## src/rtl/neuron_flit_bridge_if.sv

```systemverilog
// Signal bundle between neuron_flit_bridge and its neuron core / router neighbours.
// slave = bridge side; master = core + router side.
interface neuron_flit_bridge_if #(
  parameter int PACKET_WIDTH       = 32,
  parameter int FLIT_WIDTH         = 4,
  parameter int AXON_CNT_BIT_WIDTH = 1
);
  localparam int SPIKE_W = 1 << AXON_CNT_BIT_WIDTH;

  logic                    start;
  logic [PACKET_WIDTH-1:0] pkt_in;
  logic                    pkt_wr;
  logic                    pkt_full;
  logic                    pkt_drop;
  logic [FLIT_WIDTH-1:0]   flit_out;
  logic                    flit_wr;
  logic                    rt_full;
  logic [FLIT_WIDTH-1:0]   flit_in;
  logic                    flit_in_wr;
  logic                    neuron_full;
  logic [SPIKE_W-1:0]      spike;
  logic                    rx_misroute;

  modport slave (
    input  start, pkt_in, pkt_wr, rt_full, flit_in, flit_in_wr,
    output pkt_full, pkt_drop, flit_out, flit_wr, neuron_full, spike, rx_misroute
  );

  modport master (
    output start, pkt_in, pkt_wr, rt_full, flit_in, flit_in_wr,
    input  pkt_full, pkt_drop, flit_out, flit_wr, neuron_full, spike, rx_misroute
  );
endinterface

```

## src/rtl/neuron_flit_bridge.sv

```systemverilog
// Neuron-to-router bridge: TX packet FIFO + flit serialiser, RX deserialiser, double-buffered spikes.
// Optional macro LOCAL_PACKET_BYPASS_EN: self-addressed TX packets set spikes directly, emitting no flits.
module neuron_flit_bridge #(
  parameter int PACKET_WIDTH       = 32,
  parameter int FLIT_WIDTH         = 4,
  parameter int TX_DEPTH           = 4,
  parameter int ADDR_WIDTH         = 8,
  parameter int AXON_CNT_BIT_WIDTH = 1,
  parameter int X_COORDINATE       = 0,
  parameter int Y_COORDINATE       = 0
) (
  input  logic                clk,
  input  logic                rst_n,
  neuron_flit_bridge_if.slave bus
);

  localparam int NF      = PACKET_WIDTH / FLIT_WIDTH;
  localparam int IDX_W   = (NF > 1) ? $clog2(NF) : 1;
  localparam int PTR_W   = $clog2(TX_DEPTH);
  localparam int CNT_W   = PTR_W + 1;
  localparam int SPIKE_W = 1 << AXON_CNT_BIT_WIDTH;

  localparam logic [ADDR_WIDTH-1:0] MY_X     = ADDR_WIDTH'(X_COORDINATE);
  localparam logic [ADDR_WIDTH-1:0] MY_Y     = ADDR_WIDTH'(Y_COORDINATE);
  localparam logic [IDX_W-1:0]      LAST_IDX = IDX_W'(NF - 1);
  localparam logic [CNT_W-1:0]      FULL_CNT = CNT_W'(TX_DEPTH);

  typedef logic [PACKET_WIDTH-1:0] pkt_t;
  typedef logic [SPIKE_W-1:0]      spike_t;
  typedef enum logic { IDLE, SEND } tx_state_t;

  function automatic logic is_local(input pkt_t p);
    return (p[PACKET_WIDTH-1 -: ADDR_WIDTH] == MY_X) &&
           (p[PACKET_WIDTH-ADDR_WIDTH-1 -: ADDR_WIDTH] == MY_Y);
  endfunction

  function automatic spike_t axon_onehot(input pkt_t p);
    spike_t v;
    v = '0;
    v[p[AXON_CNT_BIT_WIDTH-1:0]] = 1'b1;
    return v;
  endfunction

  // ---------------------------------------------------------------- TX FIFO
  pkt_t             fifo_mem [TX_DEPTH];
  logic [PTR_W-1:0] wr_ptr, rd_ptr;
  logic [CNT_W-1:0] fifo_cnt, cnt_next;
  logic             full_q, drop_q;
  logic             push, pop, fifo_empty;
  pkt_t             fifo_head;

  assign fifo_empty = (fifo_cnt == '0);
  assign fifo_head  = fifo_mem[rd_ptr];
  // A push while full is refused even if a pop frees a slot this cycle.
  assign push       = bus.pkt_wr && !full_q;

  // NOTE: every signal written in always_comb gets a default first, so no path can infer a latch.
  always_comb begin
    cnt_next = fifo_cnt;
    case ({push, pop})
      2'b10:   cnt_next = fifo_cnt + 1'b1;
      2'b01:   cnt_next = fifo_cnt - 1'b1;
      default: cnt_next = fifo_cnt;
    endcase
  end

  // NOTE: the storage array is not reset; pointers and count alone define which entries are valid.
  always_ff @(posedge clk) begin
    if (push) fifo_mem[wr_ptr] <= bus.pkt_in;
  end

  // NOTE: sequential state is updated with non-blocking assignments only, so every flop samples pre-edge values.
  always_ff @(posedge clk or negedge rst_n) begin
    if (!rst_n) begin
      wr_ptr   <= '0;
      rd_ptr   <= '0;
      fifo_cnt <= '0;
      full_q   <= 1'b0;
      drop_q   <= 1'b0;
    end else begin
      if (push) wr_ptr <= wr_ptr + 1'b1;
      if (pop)  rd_ptr <= rd_ptr + 1'b1;
      fifo_cnt <= cnt_next;
      full_q   <= (cnt_next == FULL_CNT);
      drop_q   <= bus.pkt_wr && full_q;
    end
  end

  // ---------------------------------------------------------------- TX serialiser
  tx_state_t        state_q, state_d;
  pkt_t             tx_sr;
  logic [IDX_W-1:0] flit_idx;
  logic             take, load, flit_wr;
  spike_t           byp_set;

  always_comb begin
    state_d = state_q;
    take    = 1'b0;
    pop     = 1'b0;
    load    = 1'b0;
    flit_wr = 1'b0;
    byp_set = '0;
    unique case (state_q)
      IDLE: take = !fifo_empty;
      SEND: begin
        flit_wr = !bus.rt_full;
        if (flit_wr && (flit_idx == LAST_IDX)) begin
          state_d = IDLE;
          take    = !fifo_empty;
        end
      end
    endcase
    if (take) begin
      pop     = 1'b1;
      load    = 1'b1;
      state_d = SEND;
`ifdef LOCAL_PACKET_BYPASS_EN
      // Self-addressed packets never reach the router; their spike lands on the pop edge.
      if (is_local(fifo_head)) begin
        load    = 1'b0;
        state_d = IDLE;
        byp_set = axon_onehot(fifo_head);
      end
`endif
    end
  end

  always_ff @(posedge clk or negedge rst_n) begin
    if (!rst_n) begin
      state_q  <= IDLE;
      tx_sr    <= '0;
      flit_idx <= '0;
    end else begin
      state_q <= state_d;
      if (load) begin
        tx_sr    <= fifo_head;
        flit_idx <= '0;
      end else if (flit_wr) begin
        tx_sr    <= tx_sr << FLIT_WIDTH;
        flit_idx <= flit_idx + 1'b1;
      end
    end
  end

  // ---------------------------------------------------------------- RX deserialiser
  logic [PACKET_WIDTH-FLIT_WIDTH-1:0] rx_sr;
  pkt_t                               rx_pkt;
  logic [IDX_W-1:0]                   rx_cnt;
  logic                               rx_done, misroute_q;
  spike_t                             rx_set;

  assign rx_pkt  = {rx_sr, bus.flit_in};
  assign rx_done = bus.flit_in_wr && (rx_cnt == LAST_IDX);
  assign rx_set  = (rx_done && is_local(rx_pkt)) ? axon_onehot(rx_pkt) : '0;

  always_ff @(posedge clk or negedge rst_n) begin
    if (!rst_n) begin
      rx_sr      <= '0;
      rx_cnt     <= '0;
      misroute_q <= 1'b0;
    end else begin
      if (bus.flit_in_wr) begin
        rx_sr  <= rx_pkt[PACKET_WIDTH-FLIT_WIDTH-1:0];
        rx_cnt <= rx_done ? '0 : rx_cnt + 1'b1;
      end
      misroute_q <= rx_done && !is_local(rx_pkt);
    end
  end

  // ---------------------------------------------------------------- spike double buffer
  spike_t spike_acc, spike_q, set_vec;

  assign set_vec = rx_set | byp_set;

  // Bits set on a start edge belong to the timestep that begins there.
  always_ff @(posedge clk or negedge rst_n) begin
    if (!rst_n) begin
      spike_acc <= '0;
      spike_q   <= '0;
    end else if (bus.start) begin
      spike_q   <= spike_acc;
      spike_acc <= set_vec;
    end else begin
      spike_acc <= spike_acc | set_vec;
    end
  end

  // ---------------------------------------------------------------- outputs
  assign bus.pkt_full    = full_q;
  assign bus.pkt_drop    = drop_q;
  assign bus.flit_wr     = flit_wr;
  assign bus.flit_out    = (state_q == SEND) ? tx_sr[PACKET_WIDTH-1 -: FLIT_WIDTH] : '0;
  assign bus.neuron_full = 1'b0;
  assign bus.spike       = spike_q;
  assign bus.rx_misroute = misroute_q;

endmodule

```

## src/flat_wrapper.sv

```systemverilog
// flat-port wrapper written by rule: the top's interface ports become plain ports
module neuron_flit_bridge_flat 
#(
  parameter int PACKET_WIDTH       = 32,
  parameter int FLIT_WIDTH         = 4,
  parameter int TX_DEPTH           = 4,
  parameter int ADDR_WIDTH         = 8,
  parameter int AXON_CNT_BIT_WIDTH = 1,
  parameter int X_COORDINATE       = 0,
  parameter int Y_COORDINATE       = 0
)
  (clk, rst_n, bus_start, bus_pkt_in, bus_pkt_wr, bus_rt_full, bus_flit_in, bus_flit_in_wr, bus_pkt_full, bus_pkt_drop, bus_flit_out, bus_flit_wr, bus_neuron_full, bus_spike, bus_rx_misroute);
  neuron_flit_bridge_if #(.PACKET_WIDTH(PACKET_WIDTH), .FLIT_WIDTH(FLIT_WIDTH), .AXON_CNT_BIT_WIDTH(AXON_CNT_BIT_WIDTH)) bus_i ();
  input  logic clk;
  input  logic rst_n;
  input wire logic [$bits(bus_i.start)-1:0] bus_start;
  input wire logic [$bits(bus_i.pkt_in)-1:0] bus_pkt_in;
  input wire logic [$bits(bus_i.pkt_wr)-1:0] bus_pkt_wr;
  input wire logic [$bits(bus_i.rt_full)-1:0] bus_rt_full;
  input wire logic [$bits(bus_i.flit_in)-1:0] bus_flit_in;
  input wire logic [$bits(bus_i.flit_in_wr)-1:0] bus_flit_in_wr;
  output wire logic [$bits(bus_i.pkt_full)-1:0] bus_pkt_full;
  output wire logic [$bits(bus_i.pkt_drop)-1:0] bus_pkt_drop;
  output wire logic [$bits(bus_i.flit_out)-1:0] bus_flit_out;
  output wire logic [$bits(bus_i.flit_wr)-1:0] bus_flit_wr;
  output wire logic [$bits(bus_i.neuron_full)-1:0] bus_neuron_full;
  output wire logic [$bits(bus_i.spike)-1:0] bus_spike;
  output wire logic [$bits(bus_i.rx_misroute)-1:0] bus_rx_misroute;
  assign bus_i.start = bus_start;
  assign bus_i.pkt_in = bus_pkt_in;
  assign bus_i.pkt_wr = bus_pkt_wr;
  assign bus_i.rt_full = bus_rt_full;
  assign bus_i.flit_in = bus_flit_in;
  assign bus_i.flit_in_wr = bus_flit_in_wr;
  assign bus_pkt_full = bus_i.pkt_full;
  assign bus_pkt_drop = bus_i.pkt_drop;
  assign bus_flit_out = bus_i.flit_out;
  assign bus_flit_wr = bus_i.flit_wr;
  assign bus_neuron_full = bus_i.neuron_full;
  assign bus_spike = bus_i.spike;
  assign bus_rx_misroute = bus_i.rx_misroute;
  neuron_flit_bridge #(.PACKET_WIDTH(PACKET_WIDTH), .FLIT_WIDTH(FLIT_WIDTH), .TX_DEPTH(TX_DEPTH), .ADDR_WIDTH(ADDR_WIDTH), .AXON_CNT_BIT_WIDTH(AXON_CNT_BIT_WIDTH), .X_COORDINATE(X_COORDINATE), .Y_COORDINATE(Y_COORDINATE)) u_core (.clk(clk), .rst_n(rst_n), .bus(bus_i));
endmodule
```

## config.mk

```make
export PLATFORM = sky130hd
export DESIGN_NAME = neuron_flit_bridge_flat
export DESIGN_NICKNAME = d
export VERILOG_FILES = /design/src/rtl/neuron_flit_bridge_if.sv /design/src/rtl/neuron_flit_bridge.sv /design/src/flat_wrapper.sv
export SDC_FILE = /design/constraint.sdc
export NUM_CORES = 1
export LEC_CHECK = 0
export CORE_AREA = 2 2 139 174
export CTS_BUF_LIST = sky130_fd_sc_hd__clkbuf_16
export DETAILED_ROUTE_END_ITERATION = 8
export DIE_AREA = 0 0 141 176
export GPL_TIMING_DRIVEN = 0
export PLACE_DENSITY = 0.62
export SLEW_MARGIN = 40
export SYNTH_ARGS = -nofsm -noshare
export SYNTH_HDL_FRONTEND = slang
export SYNTH_SLANG_ARGS = --single-unit
```

## constraint.sdc

```tcl
create_clock -name clk -period 3.64 [get_ports clk]
set_clock_uncertainty 0.15 [all_clocks]
set_input_delay 0.728 -clock clk [delete_from_list [all_inputs] [get_ports clk]]
set_output_delay 0.728 -clock clk [all_outputs]
set_load 0.02 [all_outputs]
```

==> flow_summary.yaml <==
flow_run:
  cap_violations: 0
global_routing:
  grt_pass1_vias: 4412
  grt-ovfl-total: 0
  grt_max_degree: 42
  grt_pass1_wl_um: 23600
  track_usage_pct: 12.1
  antenna_found_initial: 0
worst_setup_path:
  worstPathCellList: "clkdlybuf4s50_1, nand2b_1, a21o_1, buf_2, buf_4, inv_2, ha_1, inv_1, fa_1, xor2_1, or3_1, a211oi_1"
  cp.arrival_ps: 3550
  required_ps: 3880
  slowest_delay_ps: 500
  crit_fanout: 10
  critPathKind: "in -> reg"
  cpLargestDelayFamily: "buffers and inverters"
  worstSetupStartpointType: "input pin"
  end_kind: "flip-flop"
  crit_cells: 12
  crit_slowest_cell: "clkdlybuf4s50_1"
  path_buf_inv: 5
  reg2regPathDepth: 13
power:
  p_total_uw: 7430
  vdd_ir_drop_max_uv: 365
  p_per_area_nw_per_um2: 734
  leakagePower_uw: 0.00393
  p_int_uw: 5510
  power_frac_clock_pct: 31.0
  switching_power_uw: 1920
  p_seq_share_pct: 44.6
  swShare_pct: 25.9
  p_comb_share_pct: 24.5
drt:
  wl_per_cell_um: 17.9
  vias: 3914
  first_pass_iters: 4
  wl_um: 14500
  drc_errors: 0
  vias_per_cell: 4.83
  drt_iter0_drc: 147
  ant_nets: 0
floorplan:
  design.die.area_sq_um: 24800
  core_area_sq_um: 23000
  die_x_um: 141
  initial_utilization_pct: 36.6
  fp.dieH_um: 176
  ioPinCount: 53
  rows: 62
finish:
  drive_gt1_share_pct: 30.7
  syn2layout_area_growth_pct: 19.9
  fin_util_pct: 43.9
  num-nets-final: 558
  regArea_sq_um: 5870
  fill_cells: 1974
  antenna_cells: 0
  multi_input_area_sq_um: 2330
clock_tree:
  clk_latency_ps: 490
  cts_setup_buffers: 0
  cts_root_buf: "clkbuf_16"
  clock_path_buffers: 3
  numCtsBuffers: 22
  cts.sinks: 209
  cts_tree: "yes"
  postCtsResizedCells: 0
  h-tree-depth: 1
  hold_buffers: 1
  path_clk_slew_ps: 60
min_path:
  min_delay_path_depth: 1
  holdCritPathClass: "reg -> reg"
synthesis:
  yosysMostFrequentCell: "edfxtp_1"
  synth_common_cells: "edfxtp_1, dfrtp_1, mux2_2"
  yosys_warnings: 0
  netlist_area_sq_um: 8430
  synth_seq_area_share_pct: 69.6
  ys_ff_latch: 209
  synth_nets: 481
  syn-instance-count: 429
  syn_area_per_cell_sq_um: 19.7
  synth_ff_type: "edfxtp_1"
  yosysUniqueCellTypes: 38
  yosys-top-cells-area: "edfxtp_1, dfrtp_1, mux4_2"
  synth_edf_count: 128
  synth_top_area_share_pct: 45.6
  async_flop_share_pct: 38.8
  post-synth-top-area-cell: "edfxtp_1"
placed_design:
  io_buffers: 50
  dp_hpwl_um: 9210
  place_congestion: 0.697
timing:
  finalHoldViolCount: 0
  min_period_ps: 3300
  setup_viol: 0
  drv_slew: 0
  setup_tns_ps: 0
  timing.hold.ws_ps: 352
  tightest_slew_ps: 648
  relSlewSlack_pct: 56.8
  rsz0062_at_grt: "false"
  max_freq_mhz: 303
  fin_crit_sh_pct: 90.8
outcome:
  status: "finished, final reports clean"
==> cells in the final DEF (no fill, tap or decap), types with 6 or more instances in the layout <==
cell,n
edfxtp_1,128
mux2_2,48
mux4_2,31
clkdlybuf4s50_1,49
ha_1,9
dfrtp_1,81
mux2_1,22
buf_12,6
clkbuf_16,23
mux2_4,22
inv_1,14
==> cell families (layout without fill, tap and decap cells) <==
logic type	after synthesis	after routing	synth area share, %
AO/OA/AOI/OAI	8	8	0.623
other	1	1	0.0445
buffers and inverters	33	126	2.85
XOR/XNOR	6	6	0.623
multiplexers	127	127	22.2
adder cells (fa/ha/maj)	10	10	1.57
flip-flops	209	209	69.6
AND/OR/NAND/NOR	35	35	2.48
==> sequential cells by signal (all words and copies together) (netlist names) <==
register	count
u_core.bus.pkt_drop	1
u_core.bus.pkt_full	1
u_core.bus.rx_misroute	1
u_core.bus.spike	2
u_core.fifo_cnt	3
u_core.fifo_mem	128
u_core.flit_idx	3
u_core.rd_ptr	2
u_core.rx_cnt	3
u_core.rx_sr	28
u_core.spike_acc	2
u_core.state_q	1
u_core.tx_sr	32
u_core.wr_ptr	2
==> path summary, 6_finish.rpt <==
check                                               start                            end  slack (ps)
setup reg to reg           u_core.flit_idx[0]$_DFFE_PN0P_  u_core.bus.pkt_full$_DFF_PN0_         560
max in group asynchronous                           rst_n   u_core.tx_sr[26]$_DFFE_PN0P_        2230
hold reg to reg               u_core.rx_sr[4]$_DFFE_PN0P_    u_core.rx_sr[8]$_DFFE_PN0P_         350
setup / recovery                              bus_rt_full  u_core.bus.pkt_full$_DFF_PN0_         340
min in group asynchronous                           rst_n    u_core.rx_sr[1]$_DFFE_PN0P_         570
hold / removal                u_core.rx_sr[4]$_DFFE_PN0P_    u_core.rx_sr[8]$_DFFE_PN0P_         350
==> routing by layer <==
layer / global-route usage [%] / wire [um]
met5: 0 / 0
met4: 3.79 / 307
met3: 2.31 / 577
met2: 21.6 / 7540
met1: 14.7 / 6050
==> cell type report <==
type	count	share of cell area [%]
clock inverter	17	1.79
inverter	11	0.408
clock buffer	23	5.69
sequential	209	58.0
tap	288	3.56
buffer	22	1.97
timing repair buffer	53	5.46
multi-input combinational	187	23.1
==> power groups by stage <==
stage	Sequential (uW)	Clock [uW]	Combinational (uW)
after floorplan	3280	0	1360
after CTS	3310	2360	1880
after global routing	3360	2450	2000
after detailed placement	3360	0	1870
final	3310	2300	1820
after global placement	3340	0	1780
==> stage by stage <==
step / cells / cell area [sq um] / worst slack [ps]
CTS: 810 / 10100 / 317
global placement: 767 / 9300 / -1130
floorplan: 429 / 8430 / 666
detailed placement: 769 / 9350 / -176
global route: 810 / 10100 / 212
finish: 810 / 10100 / 336
No activity file was read; power rests on OpenSTA's default activity.
==> RTL change: new RTL, config.mk and constraints unchanged <==
`FLIT_WIDTH` is set to 4 in 3 places; all go to 8.
--- a/src/rtl/neuron_flit_bridge_if.sv
+++ b/src/rtl/neuron_flit_bridge_if.sv
@@ -4,3 +4,3 @@
   parameter int PACKET_WIDTH       = 32,
-  parameter int FLIT_WIDTH         = 4,
+  parameter int FLIT_WIDTH         = 8,
   parameter int AXON_CNT_BIT_WIDTH = 1
--- a/src/rtl/neuron_flit_bridge.sv
+++ b/src/rtl/neuron_flit_bridge.sv
@@ -4,3 +4,3 @@
   parameter int PACKET_WIDTH       = 32,
-  parameter int FLIT_WIDTH         = 4,
+  parameter int FLIT_WIDTH         = 8,
   parameter int TX_DEPTH           = 4,
--- a/src/flat_wrapper.sv
+++ b/src/flat_wrapper.sv
@@ -4,3 +4,3 @@
   parameter int PACKET_WIDTH       = 32,
-  parameter int FLIT_WIDTH         = 4,
+  parameter int FLIT_WIDTH         = 8,
   parameter int TX_DEPTH           = 4,
Ports: changed (resized bus_flit_in and bus_flit_out); port bits go from 53 to 61. No check against the original RTL was run, so the function may have changed too.
==> RTL change against the unedited design <==
Cell area fell by 4.2%. Setup slack lost 26 ps. Sequential cell count down 6. Power decreased by 5.3%. Utilization shrank 1.9 points. Synthesized cell count shrank 3.5%. Area after synthesis down 4.3%. Wire length up 1.7%. Via count is 2.8% lower. Highest routed layer unchanged.
==> RTL change: results (changes against the unedited design) <==
| Metric | Value |
|---|---|
| Status | finished clean |
| Post-Route WL | 14.7 mm (+1.7%) |
| Wire length on met3 | 570 um (-1.2%) |
| CTS buffer count | 21 (-4.5%) |
| Largest net degree at the start of global routing | 39 (-7.1%) |
| WL met1 | 6.26 mm (+3.4%) |
| Filler cells | 1992 (+0.91%) |
| Delay of the slowest critical-path stage | 660 ps (+160 ps) |
| DP Area | 9050 um^2 (-3.2%) |
| Hold Slack | 360 ps (+8.24 ps) |
| Slew HR | 46.6% (-10 points) |
| CP Data Arrival Time | 2450 ps (-1100 ps) |
| Leak | 3.64 nW (-7.4%) |
| HPWL after detailed placement | 9.50 mm (+3.2%) |
| RD Place Congestion | 0.705 (+1.2%) |
| R2R setup slack | 680 ps (+120 ps) |
| Root buffer cell | clkbuf_16 |
| Final #Nets | 551 (-1.3%) |
| DR iter-0 viols | 133 (-9.5%) |
| Sequential area share after synthesis | 70.9% (+1.2 points) |
| Pre-CTS setup slack | -53.0 ps (+123 ps) |
| Via Count | 3805 (-2.8%) |
| Global Route Usage Sum | 12.2% (+0.12 points) |
| I/O Buffers | 58 (+16%) |
| Switch Pwr | 1.95 mW (+1.6%) |
| Power density over the cells | 726 nW/um^2 (-1.1%) |
| Clk. pwr | 1.95 mW (-15%) |
| Met2 usage | 21.7% (+0.061 points) |
| Worst Hold Endpoint | u_core.rx_sr[1]$_DFFE_PN0P_ |
| Synth top cells by count | edfxtp_1, dfrtp_1, mux2_2 |
| Met2 wire len | 7.59 mm (+0.64%) |
| Max VDD drop | 300 uV (-18%) |
| Logic pwr share | 27.1% (+2.6 points) |
| Global routing usage on met1 | 15.1% (+0.36 points) |
| Met3 GRT Util | 2.25% (-0.054 points) |
| Biggest regs | u_core.fifo_mem x128, u_core.tx_sr x32, u_core.rx_sr x24 |
| Register area | 5720 um^2 (-2.6%) |
| Global-route wire length before repair | 23.5 mm (-0.73%) |
| Number of distinct library cells after synthesis | 33 (-13%) |
| Synthesized Nets | 468 (-2.7%) |
| Synth area leaders | edfxtp_1, dfrtp_1, mux2_2 |
| Syn Area/Cell | 19.5 um^2 (-0.80%) |
RTL change: cell count changes in the layout (fill, tap and decap cells not counted), moves of 3 or more:
cell	before	now
bufinv_16	4	0
dfrtp_1	81	75
buf_4	4	1
mux2_1	22	19
buf_12	6	1
and2_1	5	9
mux2_4	22	0
mux2_2	48	65
nor2b_1	5	11
buf_6	5	9
clkdlybuf4s50_1	49	57
RTL change: cell type report:
class | count | area share, %
plain buffers | 20 | 1.73
multi-input cells | 181 | 22.3
clock inverters | 16 | 0.801
inverters | 10 | 0.388
flip-flops and latches | 203 | 59.1
repair buffers | 60 | 6.32
well taps | 288 | 3.72
clock buffers | 22 | 5.68
RTL change: logic make-up after synthesis:
group | synth area share, %
muxes | 20.8
other | 0.0464
adders and majority gates | 1.33
AOI/OAI and AO/OA | 0.852
and+or+nand+nor | 2.96
xor gates and xnor gates | 0.651
buffers and inverters | 2.54
DFF | 70.9
RTL change: worst reg2reg max path, stage by stage (launching register included):
cell	delay (ps)
dfrtp_1	370
ha_1	160
nor2b_1	310
o21ai_4	160
buf_6	190
inv_1	120
ha_1	200
inv_1	60
fa_1	380
xor2_1	170
or3_1	340
a211oi_1	250
RTL change: worst max path at each step:
stage	slack (ps)	cells past startpoint	to	from
2_1_floorplan	810	10	u_core.bus.pkt_full$_DFF_PN0_	bus_rt_full
3_3_place_gp	-830	1	u_core.tx_sr[2]$_DFFE_PN0P_	rst_n
6_report	310	5	bus_flit_wr	bus_rt_full
5_1_grt	240	5	bus_flit_wr	bus_rt_full
4_1_cts	270	5	bus_flit_wr	bus_rt_full
3_5_place_dp	-50	11	u_core.bus.pkt_full$_DFF_PN0_	bus_rt_full
